--- src/rtl/input_row_fetch_ctrl_pkg.sv ---
// Shared constants, FSM encoding and window address helper for the input-row fetch scheduler.
package input_row_fetch_ctrl_pkg;

    localparam int unsigned C_S_AXI_ID_WIDTH   = 3;
    localparam int unsigned C_S_AXI_ADDR_WIDTH = 32;
    localparam int unsigned C_S_AXI_DATA_WIDTH = 64;
    localparam int unsigned C_S_AXI_BURST_LEN  = 8;
    localparam int unsigned ROW_STRIDE_BYTES   = 64;
    localparam int unsigned LAYER_STRIDE_BYTES = 4096;
    localparam int unsigned ROWS_PER_FETCH     = 3;

    localparam int unsigned DIM_W             = 10;
    localparam int unsigned ARLEN_W           = 8;
    localparam int unsigned WR_ADDR_W         = 8;
    localparam int unsigned K_W               = 2;
    localparam int unsigned BANK_WORDS        = 32;
    localparam int unsigned BEAT_BYTES        = C_S_AXI_DATA_WIDTH / 8;
    localparam int unsigned BURST_BYTES       = C_S_AXI_BURST_LEN * BEAT_BYTES;
    localparam int unsigned BEATS_PER_WINDOW  = ROWS_PER_FETCH * ROW_STRIDE_BYTES / BEAT_BYTES;
    localparam int unsigned BURSTS_PER_WINDOW = BEATS_PER_WINDOW / C_S_AXI_BURST_LEN;

    localparam logic [2:0] S_IDLE      = 3'd0;
    localparam logic [2:0] S_CHECK     = 3'd1;
    localparam logic [2:0] S_WAIT_BANK = 3'd2;
    localparam logic [2:0] S_ISSUE_AR  = 3'd3;
    localparam logic [2:0] S_WAIT_DATA = 3'd4;
    localparam logic [2:0] S_COMMIT    = 3'd5;
    localparam logic [2:0] S_DONE      = 3'd6;

    typedef enum logic [2:0] {
        ST_IDLE      = S_IDLE,
        ST_CHECK     = S_CHECK,
        ST_WAIT_BANK = S_WAIT_BANK,
        ST_ISSUE_AR  = S_ISSUE_AR,
        ST_WAIT_DATA = S_WAIT_DATA,
        ST_COMMIT    = S_COMMIT,
        ST_DONE      = S_DONE
    } state_e;

    // Byte address of burst k of the window (layer, row); wraps modulo 2^32.
    function automatic logic [C_S_AXI_ADDR_WIDTH-1:0] window_addr(
        input logic [C_S_AXI_ADDR_WIDTH-1:0] base,
        input logic [DIM_W-1:0]              layer,
        input logic [DIM_W-1:0]              row,
        input logic [K_W-1:0]                k
    );
        return base
             + C_S_AXI_ADDR_WIDTH'(layer) * C_S_AXI_ADDR_WIDTH'(LAYER_STRIDE_BYTES)
             + C_S_AXI_ADDR_WIDTH'(row)   * C_S_AXI_ADDR_WIDTH'(ROW_STRIDE_BYTES)
             + C_S_AXI_ADDR_WIDTH'(k)     * C_S_AXI_ADDR_WIDTH'(BURST_BYTES);
    endfunction

endpackage

--- src/rtl/input_row_fetch_ctrl_bank_tracker.sv ---
// Ping-pong bank bookkeeping: full flags, loaded window ids and the write-bank pointer.
module pingpong_bank_tracker
    import input_row_fetch_ctrl_pkg::*;
(
    input  logic                 clk,
    input  logic                 reset_n,
    input  logic                 commit_i,
    input  logic [DIM_W-1:0]     layer_id_i,
    input  logic [DIM_W-1:0]     row_id_i,
    input  logic [1:0]           bank_release_i,
    output logic                 ptr_o,
    output logic [1:0]           bank_full_o,
    output logic [2*DIM_W-1:0]   bank_layer_id_o,
    output logic [2*DIM_W-1:0]   bank_row_id_o
);

    logic               ptr_q;
    logic [1:0]         full_q;
    logic [1:0]         full_d;
    logic [1:0]         set_mask_c;
    logic [2*DIM_W-1:0] layer_q;
    logic [2*DIM_W-1:0] row_q;

    // A commit on the bank being released in the same cycle keeps the bank full.
    always_comb begin
        set_mask_c = 2'b00;
        if (commit_i) begin
            set_mask_c = ptr_q ? 2'b10 : 2'b01;
        end
        full_d = (full_q & ~bank_release_i) | set_mask_c;
    end

    always_ff @(posedge clk) begin
        if (!reset_n) begin
            ptr_q   <= 1'b0;
            full_q  <= 2'b00;
            layer_q <= '0;
            row_q   <= '0;
        end else begin
            full_q <= full_d;
            if (commit_i) begin
                ptr_q <= ~ptr_q;
                if (ptr_q) begin
                    layer_q[2*DIM_W-1:DIM_W] <= layer_id_i;
                    row_q[2*DIM_W-1:DIM_W]   <= row_id_i;
                end else begin
                    layer_q[DIM_W-1:0] <= layer_id_i;
                    row_q[DIM_W-1:0]   <= row_id_i;
                end
            end
        end
    end

    assign ptr_o           = ptr_q;
    assign bank_full_o     = full_q;
    assign bank_layer_id_o = layer_q;
    assign bank_row_id_o   = row_q;

endmodule

--- src/rtl/input_row_fetch_ctrl.sv ---
// AXI4 read scheduler: loads 3-row windows of each input layer into a ping-pong BRAM,
// one burst in flight, throttled by the consumer's bank releases.
module input_row_fetch_ctrl
    import input_row_fetch_ctrl_pkg::*;
(
    input  logic                          clk,
    input  logic                          reset_n,
    input  logic                          start,
    input  logic [C_S_AXI_ADDR_WIDTH-1:0] axi_address,
    input  logic [DIM_W-1:0]              no_of_input_layers,
    input  logic [DIM_W-1:0]              input_layer_row_size,
    output logic                          busy,
    output logic                          done,
    output logic                          rresp_err,
    output logic [C_S_AXI_ID_WIDTH-1:0]   M_axi_arid,
    output logic [C_S_AXI_ADDR_WIDTH-1:0] M_axi_araddr,
    output logic [ARLEN_W-1:0]            M_axi_arlen,
    output logic                          M_axi_arvalid,
    input  logic                          M_axi_arready,
    input  logic [C_S_AXI_DATA_WIDTH-1:0] M_axi_rdata,
    input  logic [1:0]                    M_axi_rresp,
    input  logic                          M_axi_rlast,
    input  logic                          M_axi_rvalid,
    output logic                          M_axi_rready,
    output logic [WR_ADDR_W-1:0]          blk_ram_wr_addr,
    output logic                          blk_ram_wr_en,
    output logic [1:0]                    bank_full,
    output logic [2*DIM_W-1:0]            bank_layer_id,
    output logic [2*DIM_W-1:0]            bank_row_id,
    input  logic [1:0]                    bank_release
);

    state_e                        state_q;
    logic [C_S_AXI_ADDR_WIDTH-1:0] base_q;
    logic [DIM_W-1:0]              n_q;
    logic [DIM_W-1:0]              rows_q;
    logic [DIM_W-1:0]              layer_q;
    logic [DIM_W-1:0]              row_q;
    logic [K_W-1:0]                k_q;
    logic [C_S_AXI_ADDR_WIDTH-1:0] araddr_q;
    logic                          arvalid_q;
    logic                          rready_q;
    logic [WR_ADDR_W-1:0]          wr_addr_q;
    logic                          busy_q;
    logic                          done_q;
    logic                          err_q;

    logic                          ptr_c;
    logic                          commit_c;
    logic                          r_hs_c;
    logic                          last_layer_c;
    logic [DIM_W-1:0]              row_next_c;
    logic [K_W-1:0]                k_next_c;
    logic [C_S_AXI_ADDR_WIDTH-1:0] addr_next_c;
    logic                          unused_rdata_c;

    // Read data goes straight to the BRAM in the parent.
    assign unused_rdata_c = ^M_axi_rdata;

    assign commit_c     = (state_q == ST_COMMIT);
    assign r_hs_c       = rready_q & M_axi_rvalid;
    assign last_layer_c = (layer_q == n_q - DIM_W'(1));
    assign row_next_c   = row_q + DIM_W'(1);
    assign k_next_c     = (state_q == ST_WAIT_DATA) ? k_q + K_W'(1) : '0;
    assign addr_next_c  = window_addr(base_q, layer_q, row_q, k_next_c);

    pingpong_bank_tracker u_bank_tracker (
        .clk             (clk),
        .reset_n         (reset_n),
        .commit_i        (commit_c),
        .layer_id_i      (layer_q),
        .row_id_i        (row_q),
        .bank_release_i  (bank_release),
        .ptr_o           (ptr_c),
        .bank_full_o     (bank_full),
        .bank_layer_id_o (bank_layer_id),
        .bank_row_id_o   (bank_row_id)
    );

    always_ff @(posedge clk) begin
        if (!reset_n) begin
            state_q   <= ST_IDLE;
            base_q    <= '0;
            n_q       <= '0;
            rows_q    <= '0;
            layer_q   <= '0;
            row_q     <= '0;
            k_q       <= '0;
            araddr_q  <= '0;
            arvalid_q <= 1'b0;
            rready_q  <= 1'b0;
            wr_addr_q <= '0;
            busy_q    <= 1'b0;
            done_q    <= 1'b0;
            err_q     <= 1'b0;
        end else begin
            done_q <= 1'b0;
            case (state_q)
                ST_IDLE: begin
                    if (start) begin
                        base_q  <= axi_address;
                        n_q     <= no_of_input_layers;
                        rows_q  <= input_layer_row_size;
                        busy_q  <= 1'b1;
                        err_q   <= 1'b0;
                        state_q <= ST_CHECK;
                    end
                end
                ST_CHECK: begin
                    layer_q <= '0;
                    row_q   <= '0;
                    if (n_q == '0 || rows_q < DIM_W'(ROWS_PER_FETCH)) begin
                        busy_q  <= 1'b0;
                        done_q  <= 1'b1;
                        state_q <= ST_DONE;
                    end else begin
                        state_q <= ST_WAIT_BANK;
                    end
                end
                ST_WAIT_BANK: begin
                    if (!bank_full[ptr_c]) begin
                        k_q       <= '0;
                        araddr_q  <= addr_next_c;
                        arvalid_q <= 1'b1;
                        wr_addr_q <= WR_ADDR_W'(ptr_c) * WR_ADDR_W'(BANK_WORDS);
                        state_q   <= ST_ISSUE_AR;
                    end
                end
                ST_ISSUE_AR: begin
                    if (M_axi_arready) begin
                        arvalid_q <= 1'b0;
                        rready_q  <= 1'b1;
                        state_q   <= ST_WAIT_DATA;
                    end
                end
                ST_WAIT_DATA: begin
                    if (r_hs_c) begin
                        wr_addr_q <= wr_addr_q + WR_ADDR_W'(1);
                        if (M_axi_rresp != 2'b00) begin
                            err_q <= 1'b1;
                        end
                        if (M_axi_rlast) begin
                            rready_q <= 1'b0;
                            if (k_q == K_W'(BURSTS_PER_WINDOW - 1)) begin
                                state_q <= ST_COMMIT;
                            end else begin
                                k_q       <= k_next_c;
                                araddr_q  <= addr_next_c;
                                arvalid_q <= 1'b1;
                                state_q   <= ST_ISSUE_AR;
                            end
                        end
                    end
                end
                ST_COMMIT: begin
                    // Layers iterate fastest; the row advances when the layer wraps.
                    if (last_layer_c) begin
                        layer_q <= '0;
                        row_q   <= row_next_c;
                        if (row_next_c > rows_q - DIM_W'(ROWS_PER_FETCH)) begin
                            busy_q  <= 1'b0;
                            done_q  <= 1'b1;
                            state_q <= ST_DONE;
                        end else begin
                            state_q <= ST_WAIT_BANK;
                        end
                    end else begin
                        layer_q <= layer_q + DIM_W'(1);
                        state_q <= ST_WAIT_BANK;
                    end
                end
                ST_DONE: begin
                    state_q <= ST_IDLE;
                end
                default: begin
                    state_q <= ST_IDLE;
                end
            endcase
        end
    end

    assign busy            = busy_q;
    assign done            = done_q;
    assign rresp_err       = err_q;
    assign M_axi_arid      = C_S_AXI_ID_WIDTH'(1);
    assign M_axi_arlen     = ARLEN_W'(C_S_AXI_BURST_LEN - 1);
    assign M_axi_araddr    = araddr_q;
    assign M_axi_arvalid   = arvalid_q;
    assign M_axi_rready    = rready_q;
    assign blk_ram_wr_addr = wr_addr_q;
    assign blk_ram_wr_en   = M_axi_rvalid & M_axi_rready;

endmodule
--- config.mk ---
export PLATFORM = sky130hd
export DESIGN_NAME = input_row_fetch_ctrl
export DESIGN_NICKNAME = d
export VERILOG_FILES = /design/src/rtl/input_row_fetch_ctrl_pkg.sv /design/src/rtl/input_row_fetch_ctrl_bank_tracker.sv /design/src/rtl/input_row_fetch_ctrl.sv
export SDC_FILE = /design/constraint.sdc
export NUM_CORES = 1
export LEC_CHECK = 0
export CORE_UTILIZATION = 25
export CTS_CLUSTER_DIAMETER = 30
export DETAILED_ROUTE_END_ITERATION = 10
export PLACE_DENSITY_LB_ADDON = 0.05
export SLEW_MARGIN = 40
export SYNTH_ARGS = -nofsm -noshare
export SYNTH_HDL_FRONTEND = slang
export SYNTH_HIERARCHICAL = 1
export SYNTH_SLANG_ARGS = --single-unit
--- constraint.sdc ---
create_clock -name clk -period 6.5 [get_ports clk]
set_clock_uncertainty 0.05 [all_clocks]
set_input_delay 1.95 -clock clk [delete_from_list [all_inputs] [get_ports clk]]
set_output_delay 1.95 -clock clk [all_outputs]
set_load 0.005 [all_outputs]
==> out/results.ini, run 1 <==
[status]
status=complete, no violations

[timing]
max_slew_margin=0.5363
period_needed_ns=5.261
slew_violations=0
tns_ns=0
setup_viol=0
max_slew.worst_pin.slew_ns=0.6947
final.period_utilization=0.8093
holdWs_ns=0.4034
rsz0062_at_grt=no
hold_violations=0
max_freq_ghz=0.1901

[finish]
n_antenna_cell=0
final_area_um2=11070
fin_nets=1328
fillers=3581
syn_to_final_growth_pct=28.02
drive_above_1_share=0.05322

[die]
coreArea_um2=33780
row_count=67
ioPinCount=225
die_area_um2=35350
start_util=0.2560
die_h_um=188.0
die_w_um=188.0

[cts]
post_cts_buffers=0
cts_hold_buf=0
cts_tree=built
cts_buffer_depth=2
path_clk_slew_ns=0.07
ctsHtreeMaxLevel=4
clk-insertion-delay-late_ns=0.44
cts-root-buf=clkbuf_16
cts_made_buffers=17
ctsResizeCount=0
clock_sinks=165

[place]
dp_hpwl_um=18360
dpl_cell_area_um2=10440
gp_congestion=0.7839
portBuffers=149

[route]
drt_iter0_drc=298
route.detailed.drc=0
num_vias=7566
antenna_left=0
wl_um=26130
firstDrtPassIters=6
viasPerCell=4.691
wl_per_cell_um=16.20

[yosys]
yosys.area.top_type=dfxtp_1
yosysWarnings=6
synth_top_area_frac=0.3819
syn-instance-count=1037
yosysSeqAreaShare=0.3819
ys_types=83
netlist_area_um2=8650
synth_seq_cells=165
async_flop_share=0
syn-mean-instance-area_um2=8.341
synth_flop_cell=dfxtp_1
synth_edf_count=0
synth_area_leaders=dfxtp_1 (38%), nand2_1 (9.8%), a21oi_1 (6.2%)

[power_and_ir_drop]
p_per_area_nw_per_um2=309.2
p_leak_nw=4.012
peakVddDrop_mv=0.1823

[global_routing]
grt_usage=0.1513
overflow=0
grt_start_max_net_pins=71
grt_pass1_wl_um=42060
antenna_found_initial=0
grt_pass1_vias=7498

[critical_path]
crit_required_ns=4.50
start_kind=input pin
arrival_ns=3.26
crit_top_cell=clkdlybuf4s50_1
cp_slowest_cell=clkdlybuf4s50_1
cp.depth=3
crit_family=buffers and inverters
path_buf_inv=2
path_class=input pin to output pin
max_stage_delay_ns=0.55
crit_chain=clkdlybuf4s50_1, and2_1, clkdlybuf4s50_1
cp_max_fo=6
critPathCaptureType=output pin
reg2reg_depth=15

[job]
maxCapViolCount=0

[min_path]
hold_path_class=flop to flop
min_path_cells=2

-- cells in the mapped netlist, types with 3 or more instances --
cell type / number
a21oi_1: 108
nor4_1: 5
and4_1: 3
or4_1: 6
nand4b_1: 3
a41o_1: 6
nor2b_1: 10
and2_1: 4
a21o_1: 9
ha_1: 43
a31oi_1: 14
o2111a_1: 4
clkbuf_1: 35
mux2i_1: 45
buf_6: 7
and3_1: 12
or3_1: 7
nand4_1: 6
nor2_1: 58
o31ai_1: 6
a211o_1: 3
xnor2_1: 19
buf_4: 11
a2bb2oi_1: 3
inv_1: 17
fa_1: 7
a22oi_1: 5
o21a_1: 6
nand3_1: 28
a211oi_1: 8
buf_2: 13
nor3_1: 20
dfxtp_1: 165
xor2_1: 19
o21ai_0: 26
nand2b_1: 6
nand2_1: 225
o31a_1: 3
a311oi_1: 5
o21bai_1: 3
-- stage by stage --
step | std cells | worst slack, ns | utilization | power [W]
floorplan | 1046 | 2.260 | - | 0.001957
global placement | 1581 | 1.258 | 0.3088 | 0.002341
detailed placement | 1581 | 1.244 | 0.3090 | 0.002342
CTS | 1613 | 1.242 | 0.3278 | 0.003488
global route | 1613 | 1.173 | 0.3278 | 0.003655
finish | 1613 | 1.239 | 0.3278 | 0.003424
-- area by class of cell --
type / instances / area, µm² / area share
Clock buffer: 18 / 439.2 / 0.03966
Tap cell: 448 / 560.5 / 0.05062
Inverter: 18 / 68.82 / 0.006215
Clock inverter: 14 / 195.2 / 0.01763
Multi-Input combinational cell: 792 / 4927 / 0.4450
Sequential cell: 165 / 3303 / 0.2983
Timing Repair Buffer: 158 / 1579 / 0.1426
-- registers in the layout, indices dropped and copies added (netlist names), 3 cells and up --
| signal | cells |
|---|---|
| base_q | 32 |
| M_axi_araddr | 32 |
| u_bank_tracker/bank_row_id_o | 20 |
| u_bank_tracker/bank_layer_id_o | 20 |
| state_q | 3 |
| layer_q | 10 |
| row_q | 10 |
| rows_q | 10 |
| blk_ram_wr_addr | 8 |
| n_q | 10 |
-- layer usage --
layer | GRT usage | up-vias | share of wire
met5 | 0 | - | 0
met4 | 0.04190 | 0 | 0.010
met3 | 0.03462 | 15 | 0.045
met2 | 0.2396 | 148 | 0.45
met1 | 0.2044 | 3547 | 0.49
li1 | - | 3856 | -
-- worst register-to-register path, stage by stage, from the launching register on --
cell	delay, ns
dfxtp_1	0.77
nand2b_1	0.19
nor2_1	0.32
nand2_1	0.14
fa_1	0.38
inv_1	0.07
ha_1	0.18
inv_1	0.06
fa_1	0.37
and2b_1	0.24
o2111a_1	0.24
o2111ai_1	0.15
a21oi_2	0.36
a31oi_2	0.28
or4_1	0.47
a311oi_1	0.30
-- worst paths after layout --
kind                                                   start                            end  slack [ns]
worst max register to register       state_q[2]$_SDFFE_PN0P_  M_axi_araddr[25]$_SDFFE_PN0P_        1.82
worst min-delay path            M_axi_araddr[4]$_SDFFE_PN0P_   M_axi_araddr[4]$_SDFFE_PN0P_        0.40
worst min register to register  M_axi_araddr[4]$_SDFFE_PN0P_   M_axi_araddr[4]$_SDFFE_PN0P_        0.40
worst max-delay path                            M_axi_rvalid                  blk_ram_wr_en        1.24
-- logic make-up after synthesis --
group / after synthesis / synth area share
AOI/OAI and AO/OA: 235 / 0.1739
buffers and inverters: 89 / 0.05468
adders and majority gates: 50 / 0.07840
and+or+nand+nor: 411 / 0.2171
DFF: 165 / 0.3819
xor gates and xnor gates: 38 / 0.03848
other: 2 / 0.0008683
muxes: 47 / 0.05468
-- report_power, final --
group,switching [W],total (W),internal [W],leakage [nW]
registers,0.000131,0.00126,0.00113,1.34
logic,0.000623,0.00104,0.000420,2.36
clock network,0.000464,0.00112,0.000660,0.312
total,0.00122,0.00342,0.00221,4.01
-- placed cells by master, fill, tap and decap left out, types with 6 or more instances in the layout --
| cell type | count |
|---|---|
| clkbuf_16 | 17 |
| clkdlybuf4s50_1 | 148 |
| o21ai_0 | 26 |
| inv_6 | 6 |
| nand2_1 | 225 |
| ha_1 | 43 |
| o21a_1 | 6 |
| and3_1 | 12 |
| xnor2_1 | 19 |
| conb_1 | 11 |
| a211oi_1 | 8 |
| dfxtp_1 | 165 |
| buf_4 | 7 |
| nor2b_1 | 10 |
| nor3_1 | 19 |
| o31ai_1 | 6 |
| a21o_1 | 9 |
| inv_1 | 16 |
| a21oi_1 | 108 |
| a41o_1 | 6 |
| or4_1 | 6 |
| a31oi_1 | 14 |
| nand3_1 | 27 |
| or3_1 | 7 |
| mux2i_1 | 45 |
| nor2_1 | 58 |
| xor2_1 | 19 |
| nand4_1 | 6 |
| nand2b_1 | 6 |
| fa_1 | 7 |
Note: power is estimated with default switching activity, not from simulation.
==> run 2: changes to the inputs <==
==> constraint.sdc (replaced) <==
create_clock -name clk -period 4.51 [get_ports clk]
set_clock_uncertainty 0.05 [all_clocks]
set_input_delay 1.353 -clock clk [delete_from_list [all_inputs] [get_ports clk]]
set_output_delay 1.353 -clock clk [all_outputs]
set_load 0.005 [all_outputs]
==> out/results.ini, run 2 (same netlist as run 1, synthesis figures left out) <==
[status]
status=complete, no violations

[critical_path]
crit_top_cell=clkdlybuf4s50_1
r2r_start=state_q[1]$_SDFFE_PN0P_
reg2reg_depth=15
crit_family=buffers and inverters
cp_slowest_cell=clkdlybuf4s50_1
crit_required_ns=3.11
r2r-end=M_axi_araddr[27]$_SDFFE_PN0P_
path_class=input pin to output pin
crit_chain=clkdlybuf4s50_1, and2_1, clkdlybuf4s50_1
path_buf_inv=2
start_kind=input pin
rrSetupSlack_ns=0.63
critPathCaptureType=output pin
arrival_ns=2.65
max_stage_delay_ns=0.55
cp_max_fo=6

[die]
die_area_um2=35350
coreArea_um2=33780
start_util=0.2560
ioPinCount=225
row_count=67
die_w_um=188.0
die_h_um=188.0

[cts]
path_clk_slew_ns=0.07
ctsHtreeMaxLevel=4
post_cts_buffers=0
clk-insertion-delay-late_ns=0.45
ctsResizeCount=0
cts_tree=built
clock_sinks=165
cts-root-buf=clkbuf_16
cts_buffer_depth=2
cts_made_buffers=17
cts_hold_buf=0

[timing]
max_freq_ghz=0.2465
final.period_utilization=0.8996
tns_ns=0
period_needed_ns=4.057
max_slew.worst_pin.slew_ns=0.7842
max_slew_margin=0.4748
setup_viol=0
slew_violations=0
layout_setup_ws_ns=0.4529
rsz0062_at_grt=no
hold_violations=0

[global_routing]
grt_start_max_net_pins=111
top_usage_layer=met2
antenna_found_initial=0
overflow=0
grtUsageMet3=0.03650
grt_pass1_vias=7570
met2_usage=0.2374
grt_use_met1=0.2056
grt_usage=0.1515
grt_pass1_wl_um=42140

[power_and_ir_drop]
p_per_area_nw_per_um2=442.8
p_sw_w=0.001784
p_leak_nw=4.070
p_clk_frac=0.319
pwr-share-seq=0.359
power_frac_comb=0.322
peakVddDrop_mv=0.2604
switching_share=0.3614
power.internal_w=0.003152
finalPower_w=0.004936

[place]
dpl_worst_slack_ns=0.4458
portBuffers=149
dp_hpwl_um=18920
gp_congestion=0.7518

[route]
firstDrtPassIters=4
route.detailed.drc=0
wl_um=26320
antenna_left=0
drt_iter0_drc=377
num_vias=7579
viasPerCell=4.658
wl_per_cell_um=16.18

[finish]
syn_to_final_growth_pct=28.89
fin_nets=1342
layout_common_cells=nand2_1 (225), dfxtp_1 (165), clkdlybuf4s50_1 (148), a21oi_1 (108), nor2_1 (58)
final_common_cell=nand2_1
n_antenna_cell=0
drive_above_1_share=0.06531

[min_path]
whs_endpoint=M_axi_araddr[4]$_SDFFE_PN0P_
min_path_cells=2
hold_path_class=flop to flop
min_from=base_q[4]$_SDFFE_PN0P_

[job]
maxCapViolCount=0

==> run 2: metrics by stage <==
| stage | hold WS, ns | instance area (µm²) | instances | utilization |
|---|---|---|---|---|
| detailed placement | 0.3960 | 10530 | 1595 | 0.3116 |
| floorplan | 0.3821 | 8683 | 1046 | - |
| CTS | 0.4069 | 11140 | 1627 | 0.3298 |
| finish | 0.3994 | 11150 | 1627 | 0.3300 |
| global route | 0.4192 | 11150 | 1627 | 0.3300 |
| global placement | 0.3909 | 10530 | 1595 | 0.3116 |
==> run 2: area by class of cell <==
type,instances,area [µm²]
flip-flops and latches,165,3303
clock inverters,15,190.2
fillers,3572,22640
clock buffers,17,425.4
well taps,448,560.5
repair buffers,172,1672
multi-input cells,792,4928
inverters,18,68.82
==> run 2: worst max path at each step <==
stage,startpoint,end,slack (ns),depth (start not counted)
finish,M_axi_rvalid,blk_ram_wr_en,0.45,3
global route,state_q[1]$_SDFFE_PN0P_,M_axi_araddr[25]$_SDFFE_PN0P_,0.23,15
CTS,M_axi_rvalid,blk_ram_wr_en,0.44,3
detailed placement,M_axi_rvalid,blk_ram_wr_en,0.45,3
global placement,M_axi_rvalid,blk_ram_wr_en,0.46,3
floorplan,state_q[0]$_SDFFE_PN0P_,M_axi_araddr[27]$_SDFFE_PN0P_,0.64,15
==> run 2: worst reg2reg max path, cell delays in order, from the launching register on <==
cell and delay (ns):
dfxtp_1 0.35, nand2b_1 0.19, nor2_1 0.18, nand2_1 0.12, fa_1 0.36, inv_1 0.06
ha_1 0.19, inv_1 0.07, fa_1 0.38, and2b_1 0.25, o2111a_1 0.24, o2111ai_1 0.14
a21oi_2 0.23, a31oi_2 0.25, or4_1 0.47, a311oi_1 0.25
==> run 2: power groups by stage <==
stage,Combinational [W],Clock (W),Sequential (W)
after floorplan,0.00106,0,0.00176
after global placement,0.00161,0,0.00181
after detailed placement,0.00161,0,0.00181
after CTS,0.00162,0.00164,0.00177
after global routing,0.00178,0.00169,0.00180
final,0.00159,0.00157,0.00177
==> run 2: metal layers <==
| layer | vias up | share of wire |
|---|---|---|
| li1 | 3873 | - |
| met5 | - | 0 |
| met2 | 132 | 0.44 |
| met4 | 0 | 0.0085 |
| met3 | 15 | 0.048 |
| met1 | 3559 | 0.50 |
==> run 3: changes to the inputs <==
--- a/config.mk
+++ b/config.mk
@@ -5,7 +5,7 @@
 export SDC_FILE = /design/constraint.sdc
 export NUM_CORES = 1
 export LEC_CHECK = 0
-export CORE_UTILIZATION = 25
+export CORE_UTILIZATION = 45
 export CTS_CLUSTER_DIAMETER = 30
 export DETAILED_ROUTE_END_ITERATION = 10
 export PLACE_DENSITY_LB_ADDON = 0.05
==> out/results.ini, run 3 (same netlist as run 1, synthesis figures left out) <==
[global_routing]
antenna_found_initial=0
grt_start_max_net_pins=75
grt_pass1_vias=7125
grt_pass1_wl_um=36470
overflow=0
grt_usage=0.2300

[finish]
final_area_um2=10900
drive_above_1_share=0.06037
layout_common_cells=nand2_1 (225), dfxtp_1 (165), clkdlybuf4s50_1 (148), a21oi_1 (108), nor2_1 (58)
n_antenna_cell=0
final_common_cell=nand2_1
fin_nets=1339
syn_to_final_growth_pct=26.07

[timing]
max_slew.worst_pin.slew_ns=0.7791
final.period_utilization=0.9017
max_slew_margin=0.4806
max_freq_ghz=0.2459
tns_ns=0
hold_violations=0
period_needed_ns=4.067
holdWs_ns=0.4002
slew_violations=0
setup_viol=0
rsz0062_at_grt=no
layout_setup_ws_ns=0.4433

[die]
start_util=0.4609
coreArea_um2=18770
die_w_um=140.6
row_count=50
die_area_um2=19780
ioPinCount=225
die_h_um=140.6

[route]
wl_um=22140
num_vias=7656
antenna_left=0
viasPerCell=5.430
firstDrtPassIters=5
wl_per_cell_um=15.70
route.detailed.drc=0
drt_iter0_drc=445

[min_path]
min_path_cells=2
whs_endpoint=M_axi_araddr[3]$_SDFFE_PN0P_
min_from=base_q[3]$_SDFFE_PN0P_
hold_path_class=flop to flop

[cts]
path_clk_slew_ns=0.07
ctsHtreeMaxLevel=4
cts_made_buffers=17
ctsResizeCount=0
post_cts_buffers=0
clock_sinks=165
cts_buffer_depth=2
cts_hold_buf=0
cts_tree=built
cts-root-buf=clkbuf_16
clk-insertion-delay-late_ns=0.43

[critical_path]
critPathCaptureType=output pin
reg2reg_depth=14
cp.depth=3
cp_max_fo=6
crit_top_cell=clkdlybuf4s50_1
max_stage_delay_ns=0.55
cp_slowest_cell=clkdlybuf4s50_1
start_kind=input pin
crit_chain=clkdlybuf4s50_1, and2_1, clkdlybuf4s50_1
crit_path_start=M_axi_rvalid
crit_required_ns=3.11
r2r-end=M_axi_araddr[31]$_SDFFE_PN0P_
path_class=input pin to output pin
arrival_ns=2.66
crit_family=buffers and inverters
rrSetupSlack_ns=0.65
path_buf_inv=2
r2r_start=state_q[1]$_SDFFE_PN0P_

[place]
dpl_worst_slack_ns=0.4499
gp_congestion=0.8699
dp_hpwl_um=15540
portBuffers=149
dpl_cell_area_um2=10250

[status]
status=complete, no violations

[power_and_ir_drop]
p_per_area_nw_per_um2=452.8
p_leak_nw=4.072
peakVddDrop_mv=0.2778

[job]
maxCapViolCount=0

[run 3: how the worst max path moves through the flow]
stage | to | slack [ns]
6_report | blk_ram_wr_en | 0.44
3_5_place_dp | blk_ram_wr_en | 0.45
3_3_place_gp | blk_ram_wr_en | 0.45
4_1_cts | blk_ram_wr_en | 0.45
5_1_grt | M_axi_araddr[31]$_SDFFE_PN0P_ | 0.35
2_1_floorplan | M_axi_araddr[27]$_SDFFE_PN0P_ | 0.64
[run 3: metrics by stage]
stage | total power [W] | std cells | utilization
after CTS | 0.004979 | 1410 | 0.5810
after global routing | 0.005237 | 1410 | 0.5810
after global placement | 0.003325 | 1378 | 0.5460
after floorplan | 0.002821 | 1046 | -
final | 0.004938 | 1410 | 0.5810
after detailed placement | 0.003345 | 1378 | 0.5460
[run 3: where the power goes]
group / leakage (nW) / total [W] / internal (W) / switching, W
logic: 2.41 / 0.00153 / 0.000637 / 0.000893
clock network: 0.320 / 0.00162 / 0.00102 / 0.000607
registers: 1.34 / 0.00178 / 0.00162 / 0.000161
total: 4.07 / 0.00494 / 0.00328 / 0.00166
[run 3: worst min-delay path: stages (launching register included)]
cell and delay (ns):
dfxtp_1 0.31, nand2_1 0.05, a21oi_1 0.05
[run 3: area by class of cell]
class	instances	area, µm²
repair buffers	169	1662
inverters	18	68.82
multi-input cells	792	4921
well taps	234	292.8
fillers	1767	7864
flip-flops and latches	165	3303
clock buffers	21	460.4
clock inverters	11	196.4
[run 3: per-layer routing]
metal	part of all wire	global-route usage	up-vias
met5	0	0	-
met3	0.041	0.04212	23
met4	0.017	0.07151	0
met2	0.45	0.3676	179
met1	0.49	0.3146	3584
li1	-	-	3870
